**src/rtl/gs_basis_extract_pkg.sv**
```systemverilog
// Shared constants, FSM encoding and width helper for the basis extractor.
// Defaults: DAT_W = l, DAT_D = k, D = d, READ_DELAY = 2.
package gs_basis_extract_pkg;

  localparam int DAT_W_DEF      = 16;
  localparam int DAT_D_DEF      = 8;
  localparam int D_DEF          = 3;
  localparam int READ_DELAY_DEF = 2;

  localparam logic [1:0] ST_IDLE  = 2'd0;
  localparam logic [1:0] ST_ISSUE = 2'd1;
  localparam logic [1:0] ST_DRAIN = 2'd2;
  localparam logic [1:0] ST_FIN   = 2'd3;

  // Index width that stays >= 1 even for single-entry ranges.
  function automatic int cnt_w(input int n);
    return (n <= 1) ? 1 : $clog2(n);
  endfunction

endpackage

```
**src/rtl/gs_basis_extract_if.sv**
```systemverilog
// Basis-row output stream: out_data/out_valid from the extractor,
// out_ready from the consumer. master = extractor, slave = consumer.
interface gs_basis_extract_if #(
  parameter int DAT_W = 16
);
  logic [DAT_W-1:0] out_data;
  logic             out_valid;
  logic             out_ready;

  modport master (
    output out_data,
    output out_valid,
    input  out_ready
  );

  modport slave (
    input  out_data,
    input  out_valid,
    output out_ready
  );
endinterface

```
**src/rtl/gs_basis_extract_row_fifo.sv**
```systemverilog
// gs_row_fifo: synchronous FIFO, W wide, DEPTH entries, sync active-high rst.
// Ports: push/din in, pop in, dout (head), full, empty, count.
module gs_row_fifo
  import gs_basis_extract_pkg::*;
#(
  parameter int W     = 16,
  parameter int DEPTH = 4,
  parameter int CW    = 3
) (
  input  logic          clk,
  input  logic          rst,
  input  logic          push,
  input  logic [W-1:0]  din,
  input  logic          pop,
  output logic [W-1:0]  dout,
  output logic          full,
  output logic          empty,
  output logic [CW-1:0] count
);

  localparam int PW = cnt_w(DEPTH);

  logic [W-1:0]  mem_q [DEPTH];
  logic [PW-1:0] wr_q, wr_d;
  logic [PW-1:0] rd_q, rd_d;
  logic [CW-1:0] cnt_q, cnt_d;
  logic          do_push, do_pop;

  assign full    = (cnt_q == CW'(DEPTH));
  assign empty   = (cnt_q == '0);
  assign count   = cnt_q;
  assign do_push = push && !full;
  assign do_pop  = pop && !empty;
  assign dout    = mem_q[rd_q];

  always_comb begin
    wr_d  = wr_q;
    rd_d  = rd_q;
    cnt_d = cnt_q;
    // Explicit wrap so non-power-of-two depths work.
    if (do_push)
      wr_d = (wr_q == PW'(DEPTH-1)) ? '0 : wr_q + PW'(1);
    if (do_pop)
      rd_d = (rd_q == PW'(DEPTH-1)) ? '0 : rd_q + PW'(1);
    unique case ({do_push, do_pop})
      2'b10:   cnt_d = cnt_q + CW'(1);
      2'b01:   cnt_d = cnt_q - CW'(1);
      default: cnt_d = cnt_q;
    endcase
  end

  always_ff @(posedge clk) begin
    if (rst) begin
      wr_q  <= '0;
      rd_q  <= '0;
      cnt_q <= '0;
    end else begin
      wr_q  <= wr_d;
      rd_q  <= rd_d;
      cnt_q <= cnt_d;
    end
  end

  always_ff @(posedge clk) begin
    if (do_push)
      mem_q[wr_q] <= din;
  end

endmodule

```
**src/rtl/gs_basis_extract.sv**
```systemverilog
// Reads the reduced matrix, streams nonzero rows as the E-support basis
// and reports rank / rank==D. Optional macro: GS_BASIS_EARLY_STOP_EN.
// Ports: clk, rst, start, done, mem_din/mem_addr/mem_rw, out_if (master),
// rank, rank_ok.
module gs_basis_extract
  import gs_basis_extract_pkg::*;
#(
  parameter int DAT_W      = DAT_W_DEF,
  parameter int DAT_D      = DAT_D_DEF,
  parameter int D          = D_DEF,
  parameter int READ_DELAY = READ_DELAY_DEF,
  parameter int AW         = cnt_w(DAT_D),
  parameter int RW         = $clog2(DAT_D+1)
) (
  input  logic                clk,
  input  logic                rst,
  input  logic                start,
  output logic                done,
  input  logic [DAT_W-1:0]    mem_din,
  output logic [AW-1:0]       mem_addr,
  output logic                mem_rw,
  gs_basis_extract_if.master  out_if,
  output logic [RW-1:0]       rank,
  output logic                rank_ok
);

  localparam int DEPTH = READ_DELAY + 2;
  localparam int CW    = $clog2(DEPTH+1);

  logic [1:0]            state_q, state_d;
  logic [AW-1:0]         addr_q, addr_d;
  logic [READ_DELAY-1:0] vld_q, vld_d;
  logic [RW-1:0]         rank_q, rank_d;
  logic                  rank_ok_q, rank_ok_d;
  logic                  done_q, done_d;

  logic [DAT_W-1:0] fifo_dout;
  logic             fifo_full, fifo_empty;
  logic [CW-1:0]    fifo_cnt;
  logic             issue, push, pop, stop_hit;
  int               pending;

`ifdef GS_BASIS_EARLY_STOP_EN
  assign stop_hit = (rank_q == RW'(D));
`else
  assign stop_hit = 1'b0;
`endif

  // Rows already buffered plus reads still in flight must fit the FIFO,
  // so a returning row always has a slot even under full backpressure.
  assign pending = int'(fifo_cnt) + $countones(vld_q);

  assign issue = (state_q == ST_ISSUE) && !stop_hit
              && !fifo_full && (pending < DEPTH);
  assign push  = vld_q[READ_DELAY-1] && (|mem_din) && !stop_hit;
  assign pop   = !fifo_empty && out_if.out_ready;

  always_comb begin
    vld_d    = vld_q << 1;
    vld_d[0] = issue;
  end

  always_comb begin
    state_d   = state_q;
    addr_d    = addr_q;
    rank_d    = rank_q;
    rank_ok_d = rank_ok_q;
    done_d    = 1'b0;
    if (push)
      rank_d = rank_q + RW'(1);
    if (issue && addr_q != AW'(DAT_D-1))
      addr_d = addr_q + AW'(1);
    unique case (state_q)
      ST_IDLE: begin
        if (start) begin
          state_d   = ST_ISSUE;
          addr_d    = '0;
          rank_d    = '0;
          rank_ok_d = 1'b0;
        end
      end
      ST_ISSUE: begin
        if (stop_hit || (issue && addr_q == AW'(DAT_D-1)))
          state_d = ST_DRAIN;
      end
      ST_DRAIN: begin
        if (vld_q == '0 && fifo_empty) begin
          state_d   = ST_FIN;
          done_d    = 1'b1;
          rank_ok_d = (rank_q == RW'(D));
        end
      end
      default: state_d = ST_IDLE;
    endcase
  end

  always_ff @(posedge clk) begin
    if (rst) begin
      state_q   <= ST_IDLE;
      addr_q    <= '0;
      vld_q     <= '0;
      rank_q    <= '0;
      rank_ok_q <= 1'b0;
      done_q    <= 1'b0;
    end else begin
      state_q   <= state_d;
      addr_q    <= addr_d;
      vld_q     <= vld_d;
      rank_q    <= rank_d;
      rank_ok_q <= rank_ok_d;
      done_q    <= done_d;
    end
  end

  gs_row_fifo #(
    .W     (DAT_W),
    .DEPTH (DEPTH),
    .CW    (CW)
  ) u_fifo (
    .clk   (clk),
    .rst   (rst),
    .push  (push),
    .din   (mem_din),
    .pop   (pop),
    .dout  (fifo_dout),
    .full  (fifo_full),
    .empty (fifo_empty),
    .count (fifo_cnt)
  );

  assign done             = done_q;
  assign mem_addr         = addr_q;
  assign mem_rw           = 1'b0;
  assign rank             = rank_q;
  assign rank_ok          = rank_ok_q;
  assign out_if.out_valid = !fifo_empty;
  assign out_if.out_data  = fifo_empty ? '0 : fifo_dout;

endmodule

```
**src/flat_wrapper.sv**
```systemverilog
// flat-port wrapper written by rule: the top's interface ports become plain ports
module gs_basis_extract_flat import gs_basis_extract_pkg::*;
#(
  parameter int DAT_W      = DAT_W_DEF,
  parameter int DAT_D      = DAT_D_DEF,
  parameter int D          = D_DEF,
  parameter int READ_DELAY = READ_DELAY_DEF,
  parameter int AW         = cnt_w(DAT_D),
  parameter int RW         = $clog2(DAT_D+1)
)
  (clk, rst, start, done, mem_din, mem_addr, mem_rw, rank, rank_ok, out_if_out_data, out_if_out_valid, out_if_out_ready);
  gs_basis_extract_if #(.DAT_W(DAT_W)) out_if_i ();
  input  logic clk;
  input  logic rst;
  input  logic start;
  output logic done;
  input  logic [DAT_W-1:0] mem_din;
  output logic [AW-1:0] mem_addr;
  output logic mem_rw;
  output logic [RW-1:0] rank;
  output logic rank_ok;
  output wire logic [$bits(out_if_i.out_data)-1:0] out_if_out_data;
  output wire logic [$bits(out_if_i.out_valid)-1:0] out_if_out_valid;
  input wire logic [$bits(out_if_i.out_ready)-1:0] out_if_out_ready;
  assign out_if_out_data = out_if_i.out_data;
  assign out_if_out_valid = out_if_i.out_valid;
  assign out_if_i.out_ready = out_if_out_ready;
  gs_basis_extract #(.DAT_W(DAT_W), .DAT_D(DAT_D), .D(D), .READ_DELAY(READ_DELAY), .AW(AW), .RW(RW)) u_core (.clk(clk), .rst(rst), .start(start), .done(done), .mem_din(mem_din), .mem_addr(mem_addr), .mem_rw(mem_rw), .out_if(out_if_i), .rank(rank), .rank_ok(rank_ok));
endmodule
```
**config.mk**
```make
export PLATFORM = sky130hd
export DESIGN_NAME = gs_basis_extract_flat
export DESIGN_NICKNAME = d
export VERILOG_FILES = /design/src/rtl/gs_basis_extract_pkg.sv /design/src/rtl/gs_basis_extract_if.sv /design/src/rtl/gs_basis_extract_row_fifo.sv /design/src/rtl/gs_basis_extract.sv /design/src/flat_wrapper.sv
export SDC_FILE = /design/constraint.sdc
export NUM_CORES = 1
export LEC_CHECK = 0
export CAP_MARGIN = 25
export CORE_MARGIN = 2
export CORE_UTILIZATION = 27
export CTS_CLUSTER_SIZE = 24
export DETAILED_ROUTE_END_ITERATION = 6
export PLACE_DENSITY = 0.43
export SYNTH_ARGS = -nofsm -noshare
export SYNTH_HDL_FRONTEND = slang
export SYNTH_HIERARCHICAL = 1
export SYNTH_SLANG_ARGS = --single-unit
```
**constraint.sdc**
```tcl
create_clock -name clk -period 6 [get_ports clk]
set_input_delay 0.6 -clock clk [delete_from_list [all_inputs] [get_ports clk]]
set_output_delay 0.6 -clock clk [all_outputs]
set_load 0.02 [all_outputs]
```
Word level (Yosys, flattened, before mapping):

Memory sizes are Yosys's and may differ from the RTL's. A register that Yosys moved wholly into a read port is not among the register bits.
Index checks and enable logic that the tools add are counted.

* $mul: 0
* add/sub/neg operators: 8
* bitwise operators: 1
* shifts and indexed selects: 0
* div/mod/pow operators: 0
* $lt $le $gt $ge: 1
* equal/unequal tests: 13
* mux-type cells: 22
* reductions and logical operators: 20

Operator list (number)
* $add 4x32->32: 1
* $lt 32x4->1 const B: 1
* $mux 16: 1
* $reduce_or 16->1: 1
* $mux 2: 7
* $mux 4: 3
* $logic_and 1x1->1: 9
* $mux 3: 3
* $eq 2x2->1 const B: 4
* $add 3x1->3 const B: 2
* $eq 3x3->1 const B: 2
* $pmux 2 s3: 1
* $pmux 3 s2: 1
* $reduce_and 3->1: 2
* $mux 1: 5
* $add 2x1->2 const B: 2
* $add 4x1->4 const B: 1
* $eq 2x1->1 const B: 2
* $eq 4x2->1 const B: 1
* $logic_not 2->1: 2
* $ne 2x2->1 const B: 2
* $reduce_bool 2->1: 2
* $logic_not 3->1: 1
* $ne 3x3->1 const B: 1
* 7 further kinds: 8

* bits of input ports: 20
* bits in latches: 0
* memories: 1
* ROM bits: 0
* bits in writable memories: 64
* bits in registers: 20
* logic and storage cells: 75

Memory list
* u_core.u_fifo.mem_q: words 4, width 16, rd ports 1, clocked after memory_dff 1, write ports 1, line gs_basis_extract_row_fifo.sv:23 `logic [W-1:0] mem_q [DEPTH];`

Logic depth before layout (Yosys ltp):

* word-level depth: 8
* mapped depth: 10
* depth with buffers taken out: 10

By module:

Netlist, hierarchy kept.

Modules (own cells, without submodules)
* gs_row_fifo: times used 1, area each 2802.7 sq um, cells an instance 138
* gs_basis_extract: times used 1, area each 859.6 sq um, cells an instance 100

Least setup slack after synthesis:

OpenSTA, ideal clock, no wires.

* path type: input to register
* start point: input mem_din[2]
* end point: register u_core.u_fifo.cnt_q[2] (netlist: u_core/u_fifo/count[2])
* data required time: 5.930 ns
* arrival: 2.800 ns
* path slack: 3.130 ns
* library setup time: 0.070 ns
* buffers on the path: 0
* stages on the path: 10
* cells stage by stage: nor4_1 > a41oi_1 > and2_4 > inv_1 > ha_1 > inv_1 > fa_1 > xor2_1 > or3_2 > a21oi_1

* word-level cells in the longest chain between the ends: 5
* elaborated cells between the ends (all ways): 7
* those cells by class: eq/ne: 2; mux: 1; reduce/logical: 4

Ends and longest elaborated chain
* start: declaration: line flat_wrapper.sv:17 `input logic [DAT_W-1:0] mem_din;`
* $reduce_or 16->1 (*): line gs_basis_extract.sv:55 `assign push = vld_q[READ_DELAY-1] && (|mem_din) && !stop_hit;`
* $logic_and 1x1->1 (*): line gs_basis_extract.sv:55
* net u_core.push: line gs_basis_extract.sv:40 `logic issue, push, pop, stop_hit;`
* $logic_and 1x1->1 (*): line gs_basis_extract_row_fifo.sv:32 `assign do_push = push && !full;`
* $eq 2x1->1 or $eq 2x2->1 (tied branches): line gs_basis_extract_row_fifo.sv:45 `unique case ({do_push, do_pop})`
* $pmux 3 s2 or $reduce_bool 2->1 (tied branches)
* end signal: assignment: line gs_basis_extract_row_fifo.sv:60 `cnt_q <= cnt_d;`
* end: declaration: line gs_basis_extract_row_fifo.sv:26 `logic [CW-1:0] cnt_q, cnt_d;`

The timed path passes the listed nets; every way through them passes the cells marked *.
A chain may end at the register's enable or synchronous reset.

Worst setup path in the final report:

Same ends and word-level chain as after synthesis.

==> PnR_summary.wiki <==
{| class="wikitable"
! Metric !! Value
|-
| GP Congestion || 0.6733
|-
| Total negative slack || 0 ps
|-
| Overflow after GRT || 0
|-
| Most common cell in the synthesized netlist || sky130_fd_sc_hd__edfxtp_1
|-
| Unrepaired setup endpoints after global routing || no
|-
| Net switching share of the total power || 24.77%
|-
| Synth Area in Compound Gates || 4.988%
|-
| Starting Density || 27.65%
|-
| Maximum clock insertion buffer count || 2
|-
| Path category of the worst min-delay check || flip-flop to flip-flop
|-
| Die span in x || 120.5 um
|-
| HPWL Detailed || 4670 um
|-
| Final setup fails || 0
|-
| Placeable Area || 0.01324 mm2
|-
| Cell area reported after detailed placement || 0.004302 mm2
|-
| Seq cells post-synth || 86
|-
| Iteration-0 DRC Markers || 93
|-
| Reg clk slew, reported paths || 60 ps
|-
| Relative slew slack || 35.40%
|-
| Mapped Area || 0.003662 mm2
|-
| Number of global-route vias before repair || 2168
|-
| Transition time at the pin with the least slew margin || 969.0 ps
|-
| Cell class contributing the biggest share of worst-path delay || simple AND/OR/NAND/NOR gates
|-
| Clock net sink count || 86
|-
| Required time of the critical path || 6250 ps
|-
| Root Buffer || sky130_fd_sc_hd__clkbuf_16
|-
| Dominant combinational cell family by area after synthesis || simple AND/OR/NAND/NOR gates
|-
| DRT Pass-1 Iters || 4
|-
| Proportion of synthesized chip area in sequential cells || 64.50%
|-
| Clock tree from TritonCTS || built
|-
| Antenna Nets Post-Route || 0
|-
| Max-capacitance violation count || 0
|-
| Number of enable-type register cells in the synthesized netlist || 64
|-
| Crit-path most repeated cell || sky130_fd_sc_hd__inv_1
|-
| Total vias in the final route || 2056
|-
| Critical setup path kind || primary input to flip-flop
|-
| Worst Setup End Kind || flip-flop
|-
| Portion of total power attributed to the clock network || 38.6%
|-
| Post-synthesis net count || 273
|-
| Quantity of gates resized following cts || 0
|-
| Inst Count DP || 452
|-
| Final Non-Filler Cells || 469
|-
| CTS hold repair buffers || 0
|-
| Number of post-CTS setup repair buffers || 0
|-
| Drt wl/cell || 15.56 um
|-
| Wire length of the first global-routing pass || 11850 um
|-
| Sum of routed wire length over all layers || 7298 um
|-
| Worst skew pair latency || 340 ps
|-
| Area share of the leading cell type in the synthesized netlist || 52.48%
|-
| Total die area || 0.01451 mm2
|-
| Row cnt || 42
|-
| Maximum VDD drop || 0.0001280 V
|-
| Proportion of synthesized area in mux cells || 10.66%
|-
| Synthesized-area fraction occupied by xor and xnor cells || 0.9566%
|-
| Clock tree skew after final layout || 6.525 ps
|-
| Final min period || 3299 ps
|-
| Proportion of power drawn by combinational gates || 14.2%
|-
| Antenna violations before repair || 0
|-
| Mean area per synthesized cell || 15.39 um2
|-
| # IOs || 47
|-
| Net Sw Power || 0.3561 mW
|-
| Count of unique library cells instantiated by Yosys || 43
|-
| Highest attainable clock frequency || 303.1 MHz
|-
| DRC Markers || 0
|-
| Fin crit share || 54.98%
|-
| Synthesis warning total || 6
|-
| H-tree levels || 3
|-
| Chip height || 120.5 um
|-
| Fraction of the mapped netlist area in adder cells || 5.330%
|-
| Int Pwr || 1.081 mW
|-
| Final Hold Viols || 0
|-
| Ratio of cells with drive above 1 in the final layout || 18.09%
|-
| Final instance area || 0.004606 mm2
|-
| Count of input and output buffers || 45
|-
| Largest cells by area after synthesis || sky130_fd_sc_hd__edfxtp_1 52%, sky130_fd_sc_hd__dfxtp_1 12%, sky130_fd_sc_hd__mux4_2 9.8%
|-
| Top cell types by occurrence after synthesis || 64 x sky130_fd_sc_hd__edfxtp_1, 22 x sky130_fd_sc_hd__dfxtp_1, 16 x sky130_fd_sc_hd__mux4_2
|-
| Synth async-reset ratio || 0%
|-
| Drt via density || 4.384
|-
| GR Util All Layers || 11.16%
|-
| Cell type contributing the most total cell area after synthesis || sky130_fd_sc_hd__edfxtp_1
|-
| P&R area growth vs syn || 25.76%
|-
| Worst-path cell chain || clkdlybuf4s50_1 > nor4_1 > a41oi_1 > and2_4 > inv_1 > ha_1 > inv_1 > fa_1 > xor2_1 > or3_2 > a21oi_1
|-
| Leakage power of the design || 1.575 nW
|-
| Cts bufs inserted || 9
|-
| Top FF cell, synth || sky130_fd_sc_hd__edfxtp_1
|-
| Largest net degree at the start of global routing || 19
|-
| Final #Nets || 323
|-
| Sum of buffers and inverters on the critical path || 3
|-
| Critical Path Fanout Max || 5
|-
| Register share of total power || 47.2%
|-
| Flop2flop setup slack || 3330 ps
|-
| Arrival time reported for the critical path endpoint || 3550 ps
|-
| Post-Syn Instances || 238
|-
| Pwr dens || 312.0 mW/mm2
|-
| Final core occ || 34.78%
|-
| Final-report max-slew violation count || 0
|-
| Setup crit start kind || primary input
|-
| Status || finished, final reports clean
|-
| Slowest cell on the critical path || sky130_fd_sc_hd__nor4_1
|-
| Simple-gate share of the synthesized area || 10.83%
|-
| Maximum single-stage delay on the critical path || 530 ps
|-
| Diodes inserted || 0
|}
## cell type report
type	count	area [um2]
Timing Repair Buffer	48	473.0
Tap cell	176	220.2
Inverter	12	45.04
Fill cell	1313	8637
Clock inverter	7	71.32
Clock buffer	9	225.2
Multi-Input combinational cell	131	1209
Sequential cell	86	2362
## registers in the layout, indices dropped and copies added (netlist names), named ones only
signal               flops
u_core/rank_ok           1
u_core/vld_q             2
u_core/u_fifo/wr_q       2
u_core/state_q           2
u_core/u_fifo/mem_q     64
u_core/rank              4
u_core/mem_addr          3
u_core/u_fifo/rd_q       2
u_core/done              1
u_core/u_fifo/count      3
## metal layers
metal / vias up / wire length (um) / global-route usage [%]
li1: 992 / - / -
met1: 1014 / 3302 / 13.71
met2: 42 / 3520 / 17.94
met3: 8 / 381 / 4.717
met4: 0 / 93 / 3.270
met5: - / 0 / 0
## path summary, 6_finish.rpt
check | end | startpoint | cells after the start
worst min register to register | u_core/rank_ok$_SDFFE_PP0P_ | u_core/rank_ok$_SDFFE_PP0P_ | 2
worst max register to register | u_core/u_fifo/count[2]$_SDFFE_PP0P_ | u_core/u_fifo/count[2]$_SDFFE_PP0P_ | 9
worst max-delay path | u_core/u_fifo/count[2]$_SDFFE_PP0P_ | mem_din[2] | 11
worst min-delay path | u_core/rank_ok$_SDFFE_PP0P_ | u_core/rank_ok$_SDFFE_PP0P_ | 2
## placed cells by master (no fill, tap or decap), types with 4 or more instances in the layout
cell                              count
sky130_fd_sc_hd__a21oi_1              8
sky130_fd_sc_hd__and2b_2              8
sky130_fd_sc_hd__nand3_1              5
sky130_fd_sc_hd__nand2_1              8
sky130_fd_sc_hd__edfxtp_1            64
sky130_fd_sc_hd__dfxtp_1             22
sky130_fd_sc_hd__o21ai_0              5
sky130_fd_sc_hd__nor2_1              10
sky130_fd_sc_hd__nor2b_1             11
sky130_fd_sc_hd__inv_1               12
sky130_fd_sc_hd__clkdlybuf4s50_1     45
sky130_fd_sc_hd__mux4_2              16
sky130_fd_sc_hd__nor4_1               4
sky130_fd_sc_hd__clkbuf_16            9
sky130_fd_sc_hd__nand2b_1             5
sky130_fd_sc_hd__ha_1                14
## power by group through the flow
stage                     sequential, mW  combinational, mW  clock, mW
final                              0.678              0.204      0.554
after global routing               0.681              0.229      0.597
after CTS                          0.678              0.207      0.576
after detailed placement           0.691              0.206          0
after global placement             0.691              0.206          0
after floorplan                    0.692              0.127          0
## stage by stage
stage,power (mW),setup WS [ps],hold WS (ps)
final,1.437,2701,472.5
after global routing,1.507,2650,501.1
after CTS,1.462,2318,481.8
after detailed placement,0.8970,1984,473.4
after global placement,0.8971,2075,471.2
after floorplan,0.8185,3130,461.5
## logic make-up after synthesis
kind of cell,after synthesis
buffers and inverters,21
adder cells (fa/ha/maj),15
XOR/XNOR,4
AO/OA/AOI/OAI,26
other,1
multiplexers,19
AND/OR/NAND/NOR,66
flip-flops,86
## tightest hold or removal path: stages (launching register included)
cell                       delay (ps)
sky130_fd_sc_hd__dfxtp_1          310
sky130_fd_sc_hd__nand2b_1          60
sky130_fd_sc_hd__a21oi_1           50
(Power assumes the default switching activity.)
